### src/rtl/instr_fetch_unit_if.sv
// Fetch-stage bus: control strobes and memory fill port in, fetched word out.
// Master is the control sequencer / boot loader side, slave is the fetch unit.
interface instr_fetch_unit_if #(
   parameter int MEM_DEPTH = 64
);
   localparam int AW = $clog2(MEM_DEPTH);

   logic          I_enpc;
   logic          I_enmem;
   logic          I_ldpc;
   logic [31:0]   I_target;
   logic          I_wen;
   logic [AW-1:0] I_waddr;
   logic [31:0]   I_wdata;
   logic [31:0]   O_pc;
   logic [31:0]   O_instr;
   logic          O_valid;
   logic          O_err;

   modport master (
      output I_enpc, I_enmem, I_ldpc, I_target,
      output I_wen, I_waddr, I_wdata,
      input  O_pc, O_instr, O_valid, O_err
   );

   modport slave (
      input  I_enpc, I_enmem, I_ldpc, I_target,
      input  I_wen, I_waddr, I_wdata,
      output O_pc, O_instr, O_valid, O_err
   );
endinterface

### src/rtl/instr_fetch_unit.sv
// Fetch stage: PC register, instruction memory and registered fetch output.
// Define FETCH_PROTO_CHECK_EN to build the sticky strobe-protocol error flag.
module instr_fetch_unit #(
   parameter int          XLEN      = 32,
   parameter int          MEM_DEPTH = 64,
   parameter logic [31:0] RESET_PC  = 32'h0000_0000
) (
   input  logic                    clk,
   input  logic                    I_reset,
   instr_fetch_unit_if.slave       bus
);
   localparam int AW = $clog2(MEM_DEPTH);

   typedef enum logic [1:0] {
      S_IDLE,
      S_PC_RDY,
      S_FETCH
   } state_t;

   state_t          state;
   logic            first_pc;
   logic [XLEN-1:0] pc;
   logic [XLEN-1:0] instr;
   logic            valid;
   logic [XLEN-1:0] mem [MEM_DEPTH];
   logic [AW-1:0]   rd_idx;

   // upper PC bits alias onto the memory
   assign rd_idx = pc[2 +: AW];

   always_ff @(posedge clk) begin
      if (I_reset && bus.I_wen)
         mem[bus.I_waddr] <= bus.I_wdata;
   end

   always_ff @(posedge clk) begin
      if (!I_reset) begin
         state    <= S_IDLE;
         first_pc <= 1'b1;
         pc       <= RESET_PC;
         instr    <= '0;
         valid    <= 1'b0;
      end else if (bus.I_enpc) begin
         // the first strobe after reset fetches RESET_PC itself
         if (!first_pc)
            pc <= bus.I_ldpc ? (bus.I_target & ~XLEN'(3))
                             : pc + XLEN'(4);
         first_pc <= 1'b0;
         valid    <= 1'b0;
         state    <= S_PC_RDY;
      end else if (bus.I_enmem && state == S_PC_RDY) begin
         instr <= mem[rd_idx];
         valid <= 1'b1;
         state <= S_FETCH;
      end
   end

   assign bus.O_pc    = pc;
   assign bus.O_instr = instr;
   assign bus.O_valid = valid;

`ifdef FETCH_PROTO_CHECK_EN
   logic err;
   logic viol;

   always_comb begin
      viol = 1'b0;
      if (bus.I_enpc)
         viol = bus.I_enmem || (state == S_PC_RDY);
      else if (bus.I_enmem)
         viol = (state != S_PC_RDY);
   end

   always_ff @(posedge clk) begin
      if (!I_reset)
         err <= 1'b0;
      else if (viol)
         err <= 1'b1;
   end

   assign bus.O_err = err;
`else
   assign bus.O_err = 1'b0;
`endif
endmodule

### src/flat_wrapper.sv
// flat-port wrapper written by rule: the top's interface ports become plain ports
module instr_fetch_unit_flat 
#(
   parameter int          XLEN      = 32,
   parameter int          MEM_DEPTH = 64,
   parameter logic [31:0] RESET_PC  = 32'h0000_0000
)
  (clk, I_reset, bus_I_enpc, bus_I_enmem, bus_I_ldpc, bus_I_target, bus_I_wen, bus_I_waddr, bus_I_wdata, bus_O_pc, bus_O_instr, bus_O_valid, bus_O_err);
  instr_fetch_unit_if #(.MEM_DEPTH(MEM_DEPTH)) bus_i ();
  input  logic clk;
  input  logic I_reset;
  input wire logic [$bits(bus_i.I_enpc)-1:0] bus_I_enpc;
  input wire logic [$bits(bus_i.I_enmem)-1:0] bus_I_enmem;
  input wire logic [$bits(bus_i.I_ldpc)-1:0] bus_I_ldpc;
  input wire logic [$bits(bus_i.I_target)-1:0] bus_I_target;
  input wire logic [$bits(bus_i.I_wen)-1:0] bus_I_wen;
  input wire logic [$bits(bus_i.I_waddr)-1:0] bus_I_waddr;
  input wire logic [$bits(bus_i.I_wdata)-1:0] bus_I_wdata;
  output wire logic [$bits(bus_i.O_pc)-1:0] bus_O_pc;
  output wire logic [$bits(bus_i.O_instr)-1:0] bus_O_instr;
  output wire logic [$bits(bus_i.O_valid)-1:0] bus_O_valid;
  output wire logic [$bits(bus_i.O_err)-1:0] bus_O_err;
  assign bus_i.I_enpc = bus_I_enpc;
  assign bus_i.I_enmem = bus_I_enmem;
  assign bus_i.I_ldpc = bus_I_ldpc;
  assign bus_i.I_target = bus_I_target;
  assign bus_i.I_wen = bus_I_wen;
  assign bus_i.I_waddr = bus_I_waddr;
  assign bus_i.I_wdata = bus_I_wdata;
  assign bus_O_pc = bus_i.O_pc;
  assign bus_O_instr = bus_i.O_instr;
  assign bus_O_valid = bus_i.O_valid;
  assign bus_O_err = bus_i.O_err;
  instr_fetch_unit #(.XLEN(XLEN), .MEM_DEPTH(MEM_DEPTH), .RESET_PC(RESET_PC)) u_core (.clk(clk), .I_reset(I_reset), .bus(bus_i));
endmodule
### config.mk
export PLATFORM = sky130hd
export DESIGN_NAME = instr_fetch_unit_flat
export DESIGN_NICKNAME = d
export VERILOG_FILES = /design/src/rtl/instr_fetch_unit_if.sv /design/src/rtl/instr_fetch_unit.sv /design/src/flat_wrapper.sv
export SDC_FILE = /design/constraint.sdc
export NUM_CORES = 2
export LEC_CHECK = 0
export BUFFER_PORTS_ARGS = -buffer_cell sky130_fd_sc_hd__buf_2
export CELL_PAD_IN_SITES_DETAIL_PLACEMENT = 0
export CELL_PAD_IN_SITES_GLOBAL_PLACEMENT = 2
export CORE_UTILIZATION = 45
export CTS_CLUSTER_DIAMETER = 60
export DETAILED_ROUTE_END_ITERATION = 16
export HOLD_SLACK_MARGIN = 0.05
export PLACE_DENSITY_LB_ADDON = 0.1
export SETUP_SLACK_MARGIN = 0.1
export SLEW_MARGIN = 0
export SYNTH_ARGS = -nofsm -noshare
export SYNTH_HDL_FRONTEND = slang
export SYNTH_SLANG_ARGS = --single-unit
### constraint.sdc
create_clock -name clk -period 8.8 [get_ports clk]
set_input_delay 0.44 -clock clk [delete_from_list [all_inputs] [get_ports clk]]
set_output_delay 0.44 -clock clk [all_outputs]
set_load 0.02 [all_outputs]
==> impl_metrics.py <==
metrics = {
    "run_status": {
        "outcome": "finished, final reports clean",
    },
    "global_route": {
        "grt_pass1_vias": 40790,
        "use_met2_pct": 37.59,
        "grt_util_met1_pct": 31.53,
        "grt_pass1_wl_mm": 299.2,
        "grt_busiest_layer": "met2",
        "use_met3_pct": 3.733,
        "grt_overflow_total": 0,
        "grt_usage_pct": 22.93,
        "grt_max_degree": 101,
        "antenna_found_initial": 20,
    },
    "critical_path": {
        "arrival_ns": 4.72,
        "startpoint_type": "flip-flop",
        "worstRegToRegCells": 7,
        "critPathKind": "reg2reg",
        "required_ns": 9.49,
        "crit_fanout": 40,
        "startpoint": "u_core.bus.O_pc[2]",
        "endpoint_kind": "flip-flop",
        "worstSetupEndpoint": "u_core.bus.O_instr[16]",
        "r2r_end": "u_core.bus.O_instr[16]",
        "regToRegSetupSlack_ns": 4.77,
        "rr_startpoint": "u_core.bus.O_pc[2]",
    },
    "floorplanning": {
        "dieWidth_um": 428.2,
        "coreArea_um2": 180500,
        "dieArea_um2": 183300,
        "floorplan.rows": 156,
        "die_height_um": 428.2,
        "start_util_pct": 45.27,
        "io-pin-count": 142,
    },
    "placement": {
        "place_ws_ns": 4.711,
        "dp.final_hpwl_mm": 113.6,
        "port_buffers": 136,
        "routabilityCongestion": 0.7463,
        "place_inst": 6262,
    },
    "logic_synthesis": {
        "ys_seq_area_share_pct": 76.84,
        "synthFlopType": "edfxtp_1",
        "synthCells": 3867,
        "synth-edff-count": 2048,
        "ys_types": 77,
        "synth-seq-cells": 2113,
        "async_flop_share_pct": 0,
        "avgSynthCellArea_um2": 21.14,
        "synth_warnings": 0,
        "syn_area_um2": 81730,
    },
    "cells_and_area": {
        "final_nets": 4223,
        "layout_commonest_cell": "edfxtp_1",
        "instances_no_fill": 6712,
        "drive_above_1_share_pct": 25.28,
        "syn_to_final_growth_pct": 13.48,
        "n_fill_cell": 14410,
        "final_cell_mix": "edfxtp_1 (2048), mux4_2 (402), mux2i_1 (260)",
        "final_util_pct": 51.37,
    },
    "clocking": {
        "cts-root-buf": "clkbuf_16",
        "clk_pin_slew_ns": 0.06,
        "cts_buffer_depth": 3,
        "clock_latency_ns": 0.87,
        "clkSinkCount": 2113,
        "postCtsSetupRepairBufs": 0,
        "cts_htree_levels": 4,
        "cts_buffers": 220,
        "cts_tree": "done",
    },
    "power_and_ir_drop": {
        "ir_drop_uv": 187.8,
        "power.share.clock_pct": 42.5,
        "p_leak_nw": 28.18,
        "seq_power_share_pct": 53.0,
        "p_sw_share_pct": 21.58,
        "internal-power_w": 0.01645,
        "powerDensity_nw_per_um2": 226.1,
        "p_sw_w": 0.004526,
        "combPwrFrac_pct": 4.5,
    },
    "detailed_routing": {
        "wl_mm": 209.7,
        "post_drt_wl_per_cell_um": 31.24,
        "dr_total_vias": 39360,
        "dr.first_iter.drc_count": 3714,
        "firstDrtPassIters": 5,
        "ant_nets": 0,
        "route.detailed.drc": 0,
        "viasPerCell": 5.864,
    },
    "sta": {
        "setup_viol": 0,
        "grt_setup_unrepaired": "no",
        "finalCritPeriodShare_pct": 45.84,
        "final_hold_viol_count": 0,
        "fmax_mhz": 247.9,
        "setup_slack_ns": 4.766,
        "setup_tns_ns": 0,
        "finalWorstPathRequiredPeriod_ns": 4.034,
        "finClkSkew_ns": 0.03295,
        "tightest_slew_ns": 1.305,
        "slew_viol_final": 0,
        "slew_headroom_pct": 13.01,
    },
    "job": {
        "maxCapViolCount": 0,
    },
    "hold_path": {
        "hold_path_class": "in2reg",
    },
}
## flip-flops by register name, indices dropped and copies added (netlist names)
register,cells
u_core.mem,2048
u_core.bus.O_instr,32
u_core.bus.O_pc,30
u_core.state,2
u_core.first_pc,1
## layout make-up
class,count,area (um^2),share of cell area [%]
sequential,2113,62820,67.73
inverter,11,41.29,0.04452
multi-input combinational,1513,18000,19.41
antenna,10,25.02,0.02698
timing repair buffer,287,1982,2.137
clock inverter,107,904.6,0.9754
tap,2370,2965,3.197
clock buffer,301,6010,6.480
## cell families after synthesis
kind of cell / count (synthesis) / synth area share [%]
AOI/OAI and AO/OA: 461 / 3.896
adders and majority gates: 1 / 0.01531
buffers and inverters: 243 / 1.768
DFF: 2113 / 76.84
muxes: 716 / 15.45
other: 1 / 0.004588
and+or+nand+nor: 332 / 2.030
## worst min-delay path by stage
stage | startpoint | endpoint | slack (ns) | depth (start not counted)
floorplan | u_core.first_pc | u_core.first_pc | 0.45 | 2
global placement | u_core.first_pc | u_core.first_pc | 0.48 | 2
detailed placement | u_core.first_pc | u_core.first_pc | 0.48 | 2
CTS | bus_I_ldpc | u_core.bus.O_pc[2] | 0.16 | 4
global route | I_reset | u_core.bus.O_instr[20] | 0.22 | 2
finish | bus_I_ldpc | u_core.bus.O_pc[2] | 0.23 | 4
## Yosys cell counts, types with 3 or more instances
cell type / number / area (um^2)
a2111oi_0: 6 / 52.55
a211o_1: 12 / 105.1
a211oi_1: 17 / 127.6
a21oi_1: 96 / 480.5
a221o_1: 8 / 80.08
a22o_1: 8 / 70.07
a22oi_1: 68 / 510.5
a311oi_1: 7 / 61.31
a31oi_1: 17 / 106.4
and2_1: 16 / 100.1
and3_1: 9 / 56.30
buf_1: 8 / 30.03
buf_2: 55 / 275.3
buf_4: 52 / 390.4
buf_6: 23 / 259.0
buf_8: 4 / 60.06
clkbuf_1: 83 / 311.6
dfxtp_1: 65 / 1301
edfxtp_1: 2048 / 61500
inv_1: 10 / 37.54
mux2_2: 30 / 337.8
mux2i_1: 260 / 2603
mux4_1: 24 / 630.6
mux4_2: 402 / 9054
nand2_1: 45 / 168.9
nand2b_1: 7 / 43.79
nand3_1: 39 / 195.2
nand3b_1: 4 / 30.03
nand4_1: 17 / 106.4
nor2_1: 125 / 469.2
nor2b_1: 24 / 150.1
nor3_1: 15 / 75.07
nor4_1: 5 / 31.28
o211ai_1: 6 / 45.04
o21a_1: 6 / 45.04
o21ai_0: 66 / 330.3
o21ai_1: 3 / 15.01
o221a_2: 13 / 146.4
o221ai_1: 36 / 315.3
o22a_1: 8 / 70.07
o22ai_1: 45 / 281.5
o31ai_1: 10 / 75.07
o41ai_1: 9 / 78.83
or3_1: 11 / 68.82
or3b_2: 3 / 26.28
## layer usage
metal | up-vias | part of all wire [%]
met5 | - | 0.011
met2 | 1009 | 49
met1 | 21170 | 43
met4 | 4 | 2.7
li1 | 16900 | -
met3 | 275 | 5.2
## through the flow
step,hold WS [ns],total power (W),area [um^2]
floorplan,0.4489,0.01186,81740
global placement,0.4776,0.01226,85480
detailed placement,0.4834,0.01227,85480
CTS,0.1632,0.02118,92720
global route,0.2207,0.02161,92730
finish,0.2345,0.02097,92740
## worst max-delay path: stages, from the launching register on
cell and delay (ns):
dfxtp_4 0.74, buf_4 0.71, buf_4 0.62, mux4_2 0.59, mux2i_1 0.17, nor2_1 0.06, a311oi_1 0.71, a31oi_1 0.17
## power groups by stage
stage | logic (W) | clock network (W) | registers [W]
6_report | 0.000938 | 0.00892 | 0.0111
5_1_grt | 0.00101 | 0.00949 | 0.0111
4_1_cts | 0.000952 | 0.00911 | 0.0111
3_5_place_dp | 0.000940 | 0 | 0.0113
3_3_place_gp | 0.000930 | 0 | 0.0113
2_1_floorplan | 0.000543 | 0 | 0.0113
## repair_timing
action | CTS | global route
hold buffers | 32 | 0
gates resized for setup | 0 | 0
hold endpoints to repair | 33 | 0
Power figures use the tool's default switching activity.
